File: src/rtl/mmio_uart_tx.sv
// Memory-mapped 8N1 UART transmitter: bus responder with TX FIFO,
// STATUS and BAUD_DIV registers, and a registered serial output.
module mmio_uart_tx #(
    parameter logic [31:0] BASE_ADDR   = 32'h0000_4000,
    parameter int          FIFO_DEPTH  = 4,
    parameter logic [15:0] DEFAULT_DIV = 16'd4
) (
    input  logic        clk,
    input  logic        rst,
    input  logic [31:0] addr,
    input  logic [31:0] data_in,
    input  logic        rd_strobe,
    input  logic [3:0]  wr_strobe,
    output logic [31:0] data_out,
    output logic        tx,
    output logic        irq
);

    localparam int          AW       = $clog2(FIFO_DEPTH);
    localparam logic [AW:0] FULL_CNT = (AW+1)'(FIFO_DEPTH);

    typedef enum logic [1:0] {IDLE, START, DATA, STOP} state_t;

    // ---------------- bus decode ----------------
    logic       hit;
    logic [1:0] off;
    logic       push, div_wr, status_rd;

    assign hit       = (addr[31:4] == BASE_ADDR[31:4]);
    assign off       = addr[3:2];
    assign push      = hit && (off == 2'd0) && wr_strobe[0];
    assign div_wr    = hit && (off == 2'd2);
    assign status_rd = rd_strobe && hit && (off == 2'd1);

    // ---------------- FIFO ----------------
    logic [7:0]    mem [FIFO_DEPTH];
    logic [AW-1:0] wptr, rptr;
    logic [AW:0]   count;
    logic          full, empty, pop, push_ok;

    assign full    = (count == FULL_CNT);
    assign empty   = (count == '0);
    // A pop frees a slot in the same cycle, so push-while-full is fine then.
    assign push_ok = push && (!full || pop);

    // FIFO storage; contents need no reset since count gates reads
    always_ff @(posedge clk) begin
        if (push_ok)
            mem[wptr] <= data_in[7:0];
    end

    // FIFO pointers and occupancy
    always_ff @(posedge clk) begin
        if (rst) begin
            wptr  <= '0;
            rptr  <= '0;
            count <= '0;
        end else begin
            if (push_ok) wptr <= wptr + 1'b1;
            if (pop)     rptr <= rptr + 1'b1;
            case ({push_ok, pop})
                2'b10:   count <= count + 1'b1;
                2'b01:   count <= count - 1'b1;
                default: count <= count;
            endcase
        end
    end

    // Sticky overflow; a fresh drop beats the read-to-clear
    logic overflow;
    always_ff @(posedge clk) begin
        if (rst)
            overflow <= 1'b0;
        else if (push && !push_ok)
            overflow <= 1'b1;
        else if (status_rd)
            overflow <= 1'b0;
    end

    // ---------------- baud divider register ----------------
    logic [15:0] baud_div, div_eff;
    assign div_eff = (baud_div == 16'd0) ? 16'd1 : baud_div;

    // BAUD_DIV byte-lane writes
    always_ff @(posedge clk) begin
        if (rst)
            baud_div <= DEFAULT_DIV;
        else if (div_wr) begin
            if (wr_strobe[0]) baud_div[7:0]  <= data_in[7:0];
            if (wr_strobe[1]) baud_div[15:8] <= data_in[15:8];
        end
    end

    // ---------------- serializer FSM ----------------
    state_t      state, state_n;
    logic [15:0] cnt, cnt_n, div_lat, div_n;
    logic [2:0]  bit_idx, bit_n;
    logic [7:0]  shift, shift_n;
    logic        bit_end;

    assign bit_end = (cnt == div_lat - 16'd1);

    // FSM and datapath state registers
    always_ff @(posedge clk) begin
        if (rst) begin
            state   <= IDLE;
            cnt     <= '0;
            div_lat <= 16'd1;
            bit_idx <= '0;
            shift   <= '0;
        end else begin
            state   <= state_n;
            cnt     <= cnt_n;
            div_lat <= div_n;
            bit_idx <= bit_n;
            shift   <= shift_n;
        end
    end

    // Next-state logic; divider is frozen per frame in div_lat
    always_comb begin
        state_n = state;
        cnt_n   = cnt;
        div_n   = div_lat;
        bit_n   = bit_idx;
        shift_n = shift;
        pop     = 1'b0;
        case (state)
            IDLE: begin
                if (!empty) begin
                    pop     = 1'b1;
                    shift_n = mem[rptr];
                    div_n   = div_eff;
                    cnt_n   = '0;
                    state_n = START;
                end
            end
            START: begin
                if (bit_end) begin
                    cnt_n   = '0;
                    bit_n   = '0;
                    state_n = DATA;
                end else
                    cnt_n = cnt + 16'd1;
            end
            DATA: begin
                if (bit_end) begin
                    cnt_n   = '0;
                    shift_n = {1'b0, shift[7:1]};
                    if (bit_idx == 3'd7)
                        state_n = STOP;
                    else
                        bit_n = bit_idx + 3'd1;
                end else
                    cnt_n = cnt + 16'd1;
            end
            STOP: begin
                if (bit_end) begin
                    cnt_n   = '0;
                    state_n = IDLE;
                end else
                    cnt_n = cnt + 16'd1;
            end
            default: state_n = IDLE;
        endcase
    end

    // Registered line and interrupt, one cycle behind the FSM state
    always_ff @(posedge clk) begin
        if (rst) begin
            tx  <= 1'b1;
            irq <= 1'b1;
        end else begin
            case (state)
                START:   tx <= 1'b0;
                DATA:    tx <= shift[0];
                default: tx <= 1'b1;
            endcase
            irq <= empty && (state == IDLE);
        end
    end

    // ---------------- read path ----------------
    logic [31:0] cnt32, rd_val;
    assign cnt32 = 32'(count);

    // Register mux; TXDATA and the reserved slot read as zero
    always_comb begin
        rd_val = '0;
        case (off)
            2'd1:    rd_val = {20'd0, cnt32[3:0], 4'd0, overflow,
                               (state != IDLE), empty, full};
            2'd2:    rd_val = {16'd0, baud_div};
            default: rd_val = '0;
        endcase
    end

    // Read data holds between strobes and is zero on a miss
    always_ff @(posedge clk) begin
        if (rst)
            data_out <= '0;
        else if (rd_strobe)
            data_out <= hit ? rd_val : 32'd0;
    end

    logic unused_bits;
    assign unused_bits = ^{data_in[31:16], wr_strobe[3:2], addr[1:0]};

endmodule

File: config.mk
export PLATFORM = sky130hd
export DESIGN_NAME = mmio_uart_tx
export DESIGN_NICKNAME = d
export VERILOG_FILES = /design/src/rtl/mmio_uart_tx.sv
export SDC_FILE = /design/constraint.sdc
export NUM_CORES = 1
export LEC_CHECK = 0
export BUFFER_PORTS_ARGS = -buffer_cell sky130_fd_sc_hd__buf_2
export CAP_MARGIN = 15
export CORE_MARGIN = 4
export CORE_UTILIZATION = 51
export DETAILED_ROUTE_END_ITERATION = 12
export GPL_ROUTABILITY_DRIVEN = 0
export GPL_TIMING_DRIVEN = 0
export MAX_ROUTING_LAYER = met4
export PLACE_DENSITY = 0.77
export SLEW_MARGIN = 10
export SYNTH_ARGS = -nofsm -noshare
export SYNTH_HDL_FRONTEND = slang
export SYNTH_SLANG_ARGS = --single-unit
File: constraint.sdc
create_clock -name clk -period 2.51 [get_ports clk]
set_input_delay 0 -clock clk [delete_from_list [all_inputs] [get_ports clk]]
set_output_delay 0 -clock clk [all_outputs]
set_load 0.02 [all_outputs]
**Yosys cells after proc, flatten, opt, wreduce, memory -nomap -nowiden**

Memory sizes are Yosys's and may differ from the RTL's. A register that Yosys moved wholly into a read port is not among the register bits.
Cells that the tools add are included.
W data, S select, Z words.

- Bits in registers: 103
- RAM bits: 32
- Input port bits: 71
- Logic and storage cells: 96
- Memories kept: 1

- Add/sub/neg operators: 7
- Equal/unequal tests: 17
- Mux-type cells: 29
- Bitwise logic cells: 1
- Reductions and logical operators: 27

Memory list:

| memory | depth | width | rd ports | clocked after memory_dff | write ports | RTL line | RTL |
|---|---|---|---|---|---|---|---|
| mem | 4 | 8 | 1 | 1 | 1 | 36 | `logic [7:0] mem [FIFO_DEPTH];` |

Operator list:

| operator | count |
|---|---|
| $pmux W16 S2 | 2 |
| $mux W16 | 3 |
| $mux W32 | 1 |
| $eq A28 B11 Y1 const B | 1 |
| $add A16 B1 Y16 const B | 1 |
| $eq A16 B16 Y1 | 1 |
| $logic_not A16 Y1 | 1 |
| $mux W8 | 2 |
| $pmux W8 S2 | 1 |
| $sub A16 B1 Y16 const B | 1 |
| $mux W2 | 7 |
| $ne A2 B2 Y1 const B | 6 |
| $pmux W3 S2 | 2 |
| $reduce_bool A2 Y1 | 5 |
| $mux W3 | 3 |
| $eq A2 B2 Y1 const B | 4 |
| $logic_and A1 B1 Y1 | 8 |
| $pmux W2 S4 | 1 |
| $add A3 B1 Y3 const B | 2 |
| $eq A2 B1 Y1 const B | 3 |
| $eq A3 B3 Y1 const B | 2 |
| $mux W1 | 6 |
| $reduce_and A2 Y1 | 3 |
| $reduce_and A5 Y1 | 1 |
| 11 further kinds | 14 |

**Logic depth before layout (Yosys ltp)**

- Word-level depth: 8
- Mapped depth: 12

**Worst setup path after synthesis**

Ideal clock, no wire load.

- Kind: register to register
- Start: register div_lat[0]
- End: register cnt[13]
- Library setup time: 0.074 ns
- Arrival: 2.492 ns
- Data required time: 2.436 ns
- Setup slack: -0.056 ns
- Cell stages (with the launch flop): 13
- Path buffers: 2
- Period minus slack after synthesis: 2.566 ns
- Path through: dfxtp_1 > inv_1 > ha_1 > and2b_1 > and2_2 > a21o_1 > a211o_1 > and4_4 > a211oi_4 > buf_6 > buf_6 > a21oi_1 > a31oi_1

- Word-level cells in the longest chain between the ends: 4

RTL lines:

| element | RTL line | RTL |
|---|---|---|
| start, declared | 96 | `logic [15:0] cnt, cnt_n, div_lat, div_n;` |
| start signal, assigned | 114 | `div_lat <= div_n;` |
| $sub A16 B1 Y16 | 101 | `assign bit_end = (cnt == div_lat - 16'd1);` |
| $eq A16 B16 Y1 | 101 |  |
| $mux W16 | 139, 147, 158 |  |
| $pmux W16 S2 | 128 | `case (state)` |
| end signal, assigned | 113 | `cnt <= cnt_n;` |
| end, declared | 96 |  |

Every way passes these cells.
A chain may end at the register's enable or synchronous reset.

**Worst setup path after layout**

- Start: register div_lat[0]
- End: register shift[2]

- Word-level cells in the longest chain between the ends: 4

RTL lines:

| element | RTL line | RTL |
|---|---|---|
| $sub A16 B1 Y16 | 101 |  |
| $eq A16 B16 Y1 | 101 |  |
| $ne A2 B2 Y1 (no source line) | -- |  |
| $reduce_and A3 Y1 (no source line) | -- |  |
| end signal, assigned | 116 | `shift <= shift_n;` |
| end, declared | 98 | `logic [7:0] shift, shift_n;` |

Every way passes these cells.

==> results by group <==
Synthesis
  – EDFF count, synth: 32
  – Synthesized area: 5960 µm²
  – Share of the synthesized area in the top cell type: 29.9%
  – Top cells by area, synth: dfxtp_1, edfxtp_1, mux2i_1
  – Yosys Warn Count: 0
  – Netlist cell types: 72
  – Sequential area share after synthesis: 46.0%
  – Main synth FF type: dfxtp_1
  – Synthesized flop and latch total: 121
  – Synth area leader: dfxtp_1
  – Async SR Flop Fraction: 0%
  – Synth Instances: 589
  – Mean Syn Cell Area: 10.1 µm²

Floorplanning
  – Num rows: 39
  – Core Area: 11400 µm²
  – Top Ports: 105
  – Die Y: 116 µm
  – Chip width: 116 µm
  – Die ar.: 13500 µm²
  – Initial core utilization: 52.2%

Routing
  – Metal-1 WL: 6.31 mm
  – DR WL met3: 1.05 mm
  – Routed wl met2: 7.86 mm
  – Routed len/inst: 17.8 µm
  – Vias/cell: 5.78
  – DRT Pass-1 Iters: 6
  – DRC Markers: 0
  – Total number of vias: 5093
  – WL final: 15.7 mm
  – DR iter-0 viols: 369
  – Routed Antenna Nets: 0
  – Highest metal used: met4

STA
  – Setup TNS: -0.704 ns
  – Hold Vio Cnt, Final: 0
  – Final Critical Period: 2.62 ns
  – RSZ-0062 raised after global routing: yes
  – # setup viols final: 20
  – Clock skew: 0.00882 ns
  – Final slew viol count: 0
  – Worst setup margin: -0.109 ns
  – Max transition margin: 51.3%
  – Max Clk Rate: 0.382 GHz
  – Final Cycle Share: 104%
  – Worst-Margin Slew: 0.724 ns

Run status
  – Failing checks: negative setup slack
  – Status: complete, but fails checks

Critical path
  – Nature of the critical path endpoint: flop
  – Setup CP Type: flop to flop
  – CP Data Required Time: 2.82 ns
  – Startpoint types: flop
  – CP Max Fanout: 6
  – WP data arrival: 2.93 ns
  – Worst r2r path cells: 10
  – CP max-delay cell: dfxtp_4
  – Crit-path leading delay family: compound AO/OA/AOI/OAI gates
  – CP Cell Sequence: inv_2 -> ha_4 -> and2b_2 -> nand3_2 -> mux2_4 -> a2111oi_4 -> and4_4 -> a31o_4 -> a21oi_1 -> a311oi_2
  – Max incr delay on CP: 0.38 ns
  – Launching point of the worst reg2reg path: div_lat[0]
  – RR Endpoint: shift[2]
  – Reg2Reg Setup Slack: -0.11 ns
  – Worst path bufs/invs: 1

Global routing
  – Number of global-route vias before repair: 5189
  – Largest net degree at the start of global routing: 17
  – Total GRT Usage: 24.4%
  – First-pass GRT wire length: 25.1 mm
  – Grt ovf: 0
  – Initial antenna violation count: 0

CTS
  – Clk_lat worst skew: 0.42 ns
  – CTS Buf Count: 17
  – Clock Sinks: 121
  – Root Buffer: clkbuf_16
  – CTS HTree Levels: 4
  – CTS tree: yes
  – CTS max path bufs: 2
  – Clk slew on worst S/H paths: 0.06 ns

Placed design
  – Number of port buffers: 67
  – DP Area: 6540 µm²
  – Setup Slack @ Placement: -0.441 ns
  – HPWL after DPL: 10.0 mm

Worst hold path
  – Hold/Removal Path Class: primary input to flop
  – WHS Path Cells: 4
  – End of the worst hold path: overflow
  – Hold Crit Start: wr_strobe[0]

Final layout
  – Fillers: 808
  – Post-layout util: 67.7%
  – Area delta synth->final: 29.7%
  – Finished Cell Area: 7730 µm²
  – Share of post-route cells with drive strength above 1: 29.5%
  – Most common cell after layout, fill and taps aside: dfxtp_1
  – Antenna diodes: 0
  – Final Net Count: 813
  – Most frequent cells in the layout: dfxtp_1, buf_2, nor2_1

Power and ir drop
  – Worst vdd ir: 0.470 mV
  – Static Leakage: 3.07 nW
  – Pwr dens: 622 nW/µm²

Flow run
  – Max Cap Violations: 0
where the power goes:
group          switching, W  internal (W)  leakage (nW)
registers      0.0000000358       0.00200          1.01
clock network      0.000963       0.00168         0.307
logic             0.0000946     0.0000763          1.75
total               0.00106       0.00376          3.07
final cells by class:
type | count | area, µm² | area share [%]
buffer | 47 | 308 | 3.98
clock buffer | 17 | 425 | 5.50
clock inverter | 15 | 213 | 2.75
inverter | 16 | 62.6 | 0.809
multi-input combinational | 419 | 3090 | 39.9
sequential | 121 | 2760 | 35.7
tap | 143 | 179 | 2.31
timing repair buffer | 103 | 696 | 8.99
worst max-delay path by stage:
| stage | startpoint | end | slack, ns | cells after the start |
|---|---|---|---|---|
| global route | div_lat[8] | shift[2] | -0.17 | 8 |
| CTS | div_lat[2] | bit_idx[0] | -0.01 | 10 |
| finish | div_lat[0] | shift[2] | -0.11 | 10 |
| global placement | div_lat[3] | cnt[13] | -0.25 | 10 |
| floorplan | div_lat[0] | shift[4] | 0.02 | 11 |
| detailed placement | div_lat[7] | cnt[13] | -0.44 | 10 |
flip-flops by register name (all words and copies together) (netlist names), named ones only:
signal and count:
baud_div 16, bit_idx 3, cnt 16, count 3
data_out 16, div_lat 16, irq 1, mem 32
overflow 1, rptr 2, shift 8, state 2
tx 1, wptr 2
repair_timing:
action / 4_1_cts / 5_1_grt
endpoints found under the setup margin: 29 / 64
setup buffers: 12 / 4
resized for setup: 27 / 35
pin swaps: 18 / 23
gates cloned: 1 / 1
hold buffers: 18 / 0
hold endpoints to repair: 52 / 0
worst register-to-register path, cell delays in order, from the launching register on:
cell and delay [ns]:
dfxtp_4 0.38, inv_2 0.06, ha_4 0.18, and2b_2 0.22, nand3_2 0.07, mux2_4 0.32, a2111oi_4 0.30, and4_4 0.32
a31o_4 0.24, a21oi_1 0.12, a311oi_2 0.30
cells by family (layout without fill, tap and decap cells):
logic type,count (synthesis),in the layout,share of synthesized area [%]
AND/OR/NAND/NOR,210,210,18.7
flip-flops,121,121,46.0
AO/OA/AOI/OAI,114,114,13.8
buffers and inverters,64,198,6.15
multiplexers,38,38,8.14
XOR/XNOR,24,24,3.52
adder cells (fa/ha/maj),17,17,3.69
other,1,16,0.0629
synth_stat cells, types with 5 or more instances:
cell type	instances
nand2b_1	21
nor3_1	6
xnor2_1	13
xor2_1	11
nor2b_1	7
mux4_2	8
edfxtp_1	32
nor2_1	49
inv_1	16
buf_4	17
nand2_1	48
ha_1	16
a21oi_1	54
o21ai_0	6
nor4_1	11
clkbuf_1	23
and2_1	11
a311oi_1	5
a31oi_1	11
nand3_1	17
a22o_1	9
buf_6	6
mux2i_1	29
dfxtp_1	89
and3_1	14
stage by stage:
| stage | instances | hold slack [ns] | total power (W) |
|---|---|---|---|
| CTS | 877 | 0.0225 | 0.00481 |
| global placement | 814 | 0.240 | 0.00219 |
| floorplan | 604 | 0.0989 | 0.00212 |
| detailed placement | 814 | 0.240 | 0.00219 |
| finish | 881 | 0.0437 | 0.00481 |
| global route | 881 | 0.0616 | 0.00492 |
metal layers:
layer  GRT usage (%)  vias up
li1                -     2361
met1            27.8     2401
met2            40.7      273
met3            6.11       58
met4            10.8        0
met5               -        -
Note: power is estimated with default switching activity, not from simulation.
